--- config.mk ---
export PLATFORM = sky130hd
export DESIGN_NAME = cpu_control_fsm
export DESIGN_NICKNAME = d
export VERILOG_FILES = /design/src/rtl/cpu_control_fsm.sv
export SDC_FILE = /design/constraint.sdc
export NUM_CORES = 1
export LEC_CHECK = 0
export CORE_ASPECT_RATIO = 0.75
export CORE_UTILIZATION = 45
export DETAILED_ROUTE_END_ITERATION = 12
export HOLD_SLACK_MARGIN = 0.03
export PLACE_DENSITY = 0.76
export SLEW_MARGIN = 20
export SYNTH_ARGS = -nofsm -noshare
export SYNTH_HDL_FRONTEND = slang
export SYNTH_SLANG_ARGS = --single-unit
--- constraint.sdc ---
create_clock -name clk -period 2.69 [get_ports clk]
set_clock_uncertainty 0.05 [all_clocks]
set_input_delay 0.538 -clock clk [delete_from_list [all_inputs] [get_ports clk]]
set_output_delay 0.538 -clock clk [all_outputs]
set_load 0.05 [all_outputs]
--- src/rtl/cpu_control_fsm.sv ---
// Multi-cycle control sequencer for the rv32i core: fetch, decode, execute, memory and writeback,
// with traps for illegal opcodes, bus timeouts and ECALL/EBREAK.
//
// state     | meaning
// FETCH     | request instruction, wait for imem_ready
// DECODE    | latch opcode/funct3, screen for illegal and ECALL/EBREAK
// EXECUTE   | ALU step; branches, FENCE and CSR retire here
// MEM       | hold load/store strobe until dmem_ready
// WRITEBACK | register write and PC update, retire
// TRAP      | halted with cause until reset
module cpu_control_fsm #(
    parameter int unsigned MEM_TIMEOUT = 16
) (
    input  logic        clk,
    input  logic        rst,
    input  logic [6:0]  opcode,
    input  logic [2:0]  funct3,
    input  logic [3:0]  inst_type,
    input  logic        opcode_valid,
    input  logic        branch_taken,
    input  logic        imem_ready,
    input  logic        dmem_ready,
    output logic        imem_req,
    output logic        ir_load,
    output logic        pc_write,
    output logic [1:0]  pc_sel,
    output logic        alu_src_b,
    output logic        alu_src_a_pc,
    output logic        mem_read,
    output logic        mem_write,
    output logic        reg_write,
    output logic [1:0]  wb_sel,
    output logic [2:0]  state,
    output logic        trap,
    output logic [1:0]  trap_cause,
    output logic [31:0] instret
);
    typedef enum logic [2:0] {
        S_FETCH = 3'd0, S_DECODE = 3'd1, S_EXECUTE = 3'd2,
        S_MEM = 3'd3, S_WRITEBACK = 3'd4, S_TRAP = 3'd5
    } state_t;

    localparam logic [6:0] OP_LOAD = 7'b0000011, OP_STORE = 7'b0100011, OP_BRANCH = 7'b1100011;
    localparam logic [6:0] OP_JAL = 7'b1101111, OP_JALR = 7'b1100111, OP_LUI = 7'b0110111;
    localparam logic [6:0] OP_AUIPC = 7'b0010111, OP_IMM = 7'b0010011, OP_FENCE = 7'b0001111;
    localparam logic [6:0] OP_SYSTEM = 7'b1110011;
    localparam logic [7:0] C_TO_LAST = 8'(MEM_TIMEOUT - 1);

    state_t      r_state, w_next;
    logic [6:0]  r_opc;
    logic [2:0]  r_f3;
    logic [7:0]  r_cnt;
    logic [1:0]  r_cause, w_cause_nxt;
    logic [31:0] r_instret;
    logic        w_cnt_inc, w_retire;
    logic        w_unused_ok;

    // Instruction class is derived from the opcode itself; the decoder's type field is redundant here.
    assign w_unused_ok = ^inst_type;

    logic w_is_load, w_is_store, w_is_nop, w_imm_b, w_pc_a;
    assign w_is_load  = (r_opc == OP_LOAD);
    assign w_is_store = (r_opc == OP_STORE);
    assign w_is_nop   = (r_opc == OP_FENCE) || ((r_opc == OP_SYSTEM) && (r_f3 != 3'd0));
    assign w_imm_b    = (r_opc == OP_IMM) || w_is_load || (r_opc == OP_JALR) || w_is_store
                     || (r_opc == OP_LUI) || (r_opc == OP_AUIPC) || (r_opc == OP_JAL);
    assign w_pc_a     = (r_opc == OP_AUIPC) || (r_opc == OP_JAL) || (r_opc == OP_JALR);

    always_ff @(posedge clk) begin
        if (rst) begin
            r_state   <= S_FETCH;
            r_opc     <= 7'd0;
            r_f3      <= 3'd0;
            r_cnt     <= 8'd0;
            r_cause   <= 2'd0;
            r_instret <= 32'd0;
        end else begin
            r_state <= w_next;
            r_cause <= w_cause_nxt;
            if (w_next != r_state)
                r_cnt <= 8'd0;
            else if (w_cnt_inc)
                r_cnt <= r_cnt + 8'd1;
            if (r_state == S_DECODE) begin
                r_opc <= opcode;
                r_f3  <= funct3;
            end
            if (w_retire)
                r_instret <= r_instret + 32'd1;
        end
    end

    always_comb begin
        w_next       = r_state;
        w_cause_nxt  = r_cause;
        w_cnt_inc    = 1'b0;
        w_retire     = 1'b0;
        imem_req     = 1'b0;
        ir_load      = 1'b0;
        pc_write     = 1'b0;
        pc_sel       = 2'd0;
        alu_src_b    = 1'b0;
        alu_src_a_pc = 1'b0;
        mem_read     = 1'b0;
        mem_write    = 1'b0;
        reg_write    = 1'b0;
        wb_sel       = 2'd0;
        case (r_state)
            S_FETCH: begin
                imem_req = 1'b1;
                if (imem_ready) begin
                    ir_load = 1'b1;
                    w_next  = S_DECODE;
                end else if (r_cnt == C_TO_LAST) begin
                    w_next      = S_TRAP;
                    w_cause_nxt = 2'd2;
                end else begin
                    w_cnt_inc = 1'b1;
                end
            end
            S_DECODE: begin
                if (!opcode_valid) begin
                    w_next      = S_TRAP;
                    w_cause_nxt = 2'd1;
                end else if ((opcode == OP_SYSTEM) && (funct3 == 3'd0)) begin
                    w_next      = S_TRAP;
                    w_cause_nxt = 2'd3;
                end else begin
                    w_next = S_EXECUTE;
                end
            end
            S_EXECUTE: begin
                alu_src_b    = w_imm_b;
                alu_src_a_pc = w_pc_a;
                if (w_is_load || w_is_store) begin
                    w_next = S_MEM;
                end else if (r_opc == OP_BRANCH) begin
                    pc_write = 1'b1;
                    pc_sel   = {1'b0, branch_taken};
                    w_retire = 1'b1;
                    w_next   = S_FETCH;
                end else if (w_is_nop) begin
                    pc_write = 1'b1;
                    w_retire = 1'b1;
                    w_next   = S_FETCH;
                end else begin
                    w_next = S_WRITEBACK;
                end
            end
            S_MEM: begin
                alu_src_b = 1'b1;
                mem_read  = w_is_load;
                mem_write = w_is_store;
                if (dmem_ready) begin
                    if (w_is_load) begin
                        w_next = S_WRITEBACK;
                    end else begin
                        pc_write = 1'b1;
                        w_retire = 1'b1;
                        w_next   = S_FETCH;
                    end
                end else if (r_cnt == C_TO_LAST) begin
                    w_next      = S_TRAP;
                    w_cause_nxt = 2'd2;
                end else begin
                    w_cnt_inc = 1'b1;
                end
            end
            S_WRITEBACK: begin
                reg_write    = 1'b1;
                pc_write     = 1'b1;
                alu_src_b    = w_imm_b;
                alu_src_a_pc = w_pc_a;
                if (r_opc == OP_LUI)
                    wb_sel = 2'd3;
                else if ((r_opc == OP_JAL) || (r_opc == OP_JALR))
                    wb_sel = 2'd2;
                else if (w_is_load)
                    wb_sel = 2'd1;
                if (r_opc == OP_JAL)
                    pc_sel = 2'd1;
                else if (r_opc == OP_JALR)
                    pc_sel = 2'd2;
                w_retire = 1'b1;
                w_next   = S_FETCH;
            end
            S_TRAP: ;
            default: w_next = S_FETCH;
        endcase
        // An instruction caught by reset must not touch architectural state in the reset cycle.
        if (rst) begin
            w_retire     = 1'b0;
            imem_req     = 1'b0;
            ir_load      = 1'b0;
            pc_write     = 1'b0;
            pc_sel       = 2'd0;
            alu_src_b    = 1'b0;
            alu_src_a_pc = 1'b0;
            mem_read     = 1'b0;
            mem_write    = 1'b0;
            reg_write    = 1'b0;
            wb_sel       = 2'd0;
        end
    end

    assign state      = r_state;
    assign trap       = (r_state == S_TRAP) && !rst;
    assign trap_cause = r_cause;
    assign instret    = r_instret;
endmodule

==> key figures <==
Run status
  • Status: finished with violations
  • Failing checks: DRC

Global routing
  • Overall routing resource usage: 0.2255
  • Pin count of the biggest net entering global routing: 35
  • First-pass GRT wire length: 13,070 um
  • Vias in the first global route: 2,741
  • Initial antenna violation count: 0
  • Gr ovfl total: 0

Logic synthesis
  • Cell Area, Synth: 0.003098 mm^2
  • Post-Synth Simple-Gate Area: 0.2746
  • Async set-reset flop share out of synthesis: 0
  • Xor and xnor area share after synthesis: 0.08764
  • Multiplexer share of the synthesized area: 0.01373
  • Synth Flop Type: dfxtp_1
  • Main area contributors after synthesis: dfxtp_1 36%, xnor2_1 7.4%, nor2_1 5.9%
  • Count of yosys warnings during synthesis: 0
  • Yosys top cell area share: 0.3554
  • Largest family of logic cells by synthesized area: simple AND/OR/NAND/NOR gates
  • Number of enable-type register cells in the synthesized netlist: 0
  • Register area share after synthesis: 0.3554
  • Post-Synth Adder-Cell Area: 0.008078
  • Cells after synthesis: 369
  • Yosys reg bits: 55
  • Cell taking the most area after synthesis: dfxtp_1
  • Syn_nets: 391
  • Compound-Gate Fraction of Synth Area: 0.2112
  • Top post-synthesis cells by count: 55 x dfxtp_1, 49 x nor2_1, 42 x nand2_1
  • Most frequent cell after synthesis: dfxtp_1
  • Library cells used by synthesis: 61
  • Average cell area after synthesis: 8.396 um^2

Routing
  • Vias per cell: 5.656
  • WL per Instance: 15.12 um
  • Detail Route Antenna Nets: 0
  • DRC Markers: 5
  • Drt first pass iters: 9
  • Vias: 3,026
  • Initial DRC Count: 217
  • Final wirelength: 8089 um

Floorplanning
  • Die height: 73.86 um
  • Std-Cell Rows: 25
  • Initial Util: 0.4785
  • Die Wd: 97.81 um
  • Full die area: 0.007224 mm^2
  • Core area: 0.006475 mm^2
  • Io pins: 70

Timing
  • Final Max Tran Viols: 0
  • Fin. Hold Viols: 0
  • Fmax: 378.8 MHz
  • Slew Limit Headroom: 0.5992
  • Final setup viols: 0
  • Hold Slack: 0.4129 ns
  • Final min period: 2.640 ns
  • Worst Tran Pin Value: 0.5957 ns
  • Period utilization: 0.9814

Critical path
  • Crit. End Element: primary output
  • WS Path Type: register to primary output
  • Slowest Stage Delay on Critical Path: 0.61 ns
  • Critical-path maximum fanout: 7
  • Worst Path Buf+Inv: 1
  • Data arrival time of the worst path: 2.05 ns
  • Crit path max-delay cell type: or4b_2
  • Top delay family on crit path: simple AND/OR/NAND/NOR gates
  • CP required: 2.10 ns
  • Worst setup SP type: register
  • CP Cell Sequence: or4b_2 -> and4_1 -> o21ai_4 -> a21oi_4 -> buf_4

Job
  • Max-Cap Viols: 0

Clocking
  • TritonCTS clock tree: built
  • Cts bufs inserted: 5
  • # clock sinks: 55
  • Root buf cell: clkbuf_8
  • H-tree depth: 2
  • Clock latency on the worst-skew pair: 0.30 ns
  • Max clock buf depth: 2
  • Hold_buf cts: 0
  • Worst-path clk slew: 0.09 ns

Finish
  • Final Util: 0.6655
  • Area Growth Syn to Fin: 39.10%
  • Share of cells above drive strength 1: 0.2115
  • Ant. Diodes: 0
  • Nets: 477

Power
  • Leakage: 1.396 nW
  • Peak supply drop: 0.2633 mV
  • Pwr per Cell Area: 379.7 mW/mm^2

Place
  • Placer Congestion: 0.8847
  • Post-DP HPWL: 5855 um
  • Number of port buffers: 65

Hold path
  • Worst hold path class: register to register
final timing paths:
kind | cells past startpoint | startpoint | slack (ns) | to
worst max-delay path | 5 | r_opc[4] | 0.05 | pc_write
worst min-delay path | 2 | r_f3[1] | 0.41 | r_f3[1]
worst max register to register | 9 | r_opc[4] | 0.20 | instret[28]
worst min register to register | 2 | r_f3[1] | 0.41 | r_f3[1]
where the power goes:
part	total (mW)	leakage (nW)	internal, mW	switching (mW)
Clock	0.433	0.0361	0.174	0.259
Sequential	0.857	0.446	0.836	0.0210
Combinational	0.346	0.914	0.140	0.207
cells in the final DEF, fill, tap and decap left out, types with 4 or more instances in the layout:
| cell | n |
|---|---|
| dfxtp_1 | 51 |
| nor2_1 | 47 |
| clkdlybuf4s50_1 | 46 |
| nand2_1 | 42 |
| buf_4 | 34 |
| xnor2_1 | 26 |
| a21oi_1 | 21 |
| nand3_1 | 19 |
| inv_1 | 16 |
| a211oi_1 | 13 |
| buf_12 | 11 |
| and3_1 | 7 |
| nor3_1 | 7 |
| nand4_1 | 6 |
| a2111oi_4 | 5 |
| xor2_1 | 5 |
| a21o_1 | 5 |
| a2111oi_2 | 5 |
| clkbuf_8 | 5 |
| dlygate4sd2_1 | 5 |
| nand2b_1 | 4 |
| nor2b_1 | 4 |
| dfxtp_2 | 4 |
worst reg2reg max path, cell delays in order, from the launching register on:
cell and delay, ns:
dfxtp_2 0.41, or4b_2 0.61, and4_1 0.28, o21ai_4 0.18
buf_4 0.17, buf_12 0.18, a2111oi_4 0.09, buf_4 0.18
a21o_1 0.17, a21oi_1 0.11
routing by layer:
metal	global-route usage	part of all wire
met2	0.3727	0.46
met4	0.07239	0.017
met3	0.03616	0.065
met5	0	0
met1	0.3042	0.46
metrics by stage:
step	std cells	setup slack (ns)	power [mW]	setup TNS [ns]	area [um^2]
finish	535	0.04998	1.636	0	4309
global route	535	-0.008143	1.705	-0.01530	4309
CTS	535	0.01033	1.630	0	4264
detailed placement	528	-0.3767	1.204	-2.795	4167
global placement	528	-0.3101	1.197	-2.321	4167
floorplan	369	-0.06802	1.069	-0.06802	3163
sequential cells by signal (all words and copies together), names as in the netlist:
register    count
instret        32
state           3
r_cnt           8
r_f3            3
r_opc           7
trap_cause      2
logic make-up after synthesis:
kind of cell	after synthesis
buffers and inverters	35
AND/OR/NAND/NOR	167
adder cells (fa/ha/maj)	2
multiplexers	4
flip-flops	55
XOR/XNOR	31
AO/OA/AOI/OAI	75
area by class of cell:
type                       instances  area, um^2
inverter                          17       67.56
fill                             560        2166
tap                               81       101.3
clock buffer                       5       68.82
multi-input combinational        279        1973
timing repair buffer              97       984.7
sequential                        55        1106
clock inverter                     1       7.507
timing repair:
| item | 4_1_cts | 5_1_grt |
|---|---|---|
| endpoints found under the setup margin | 9 | 15 |
| buffers inserted | 1 | 0 |
| gates resized for setup | 10 | 7 |
| pin swaps | 5 | 2 |
Note: power is estimated with default switching activity, not from simulation.
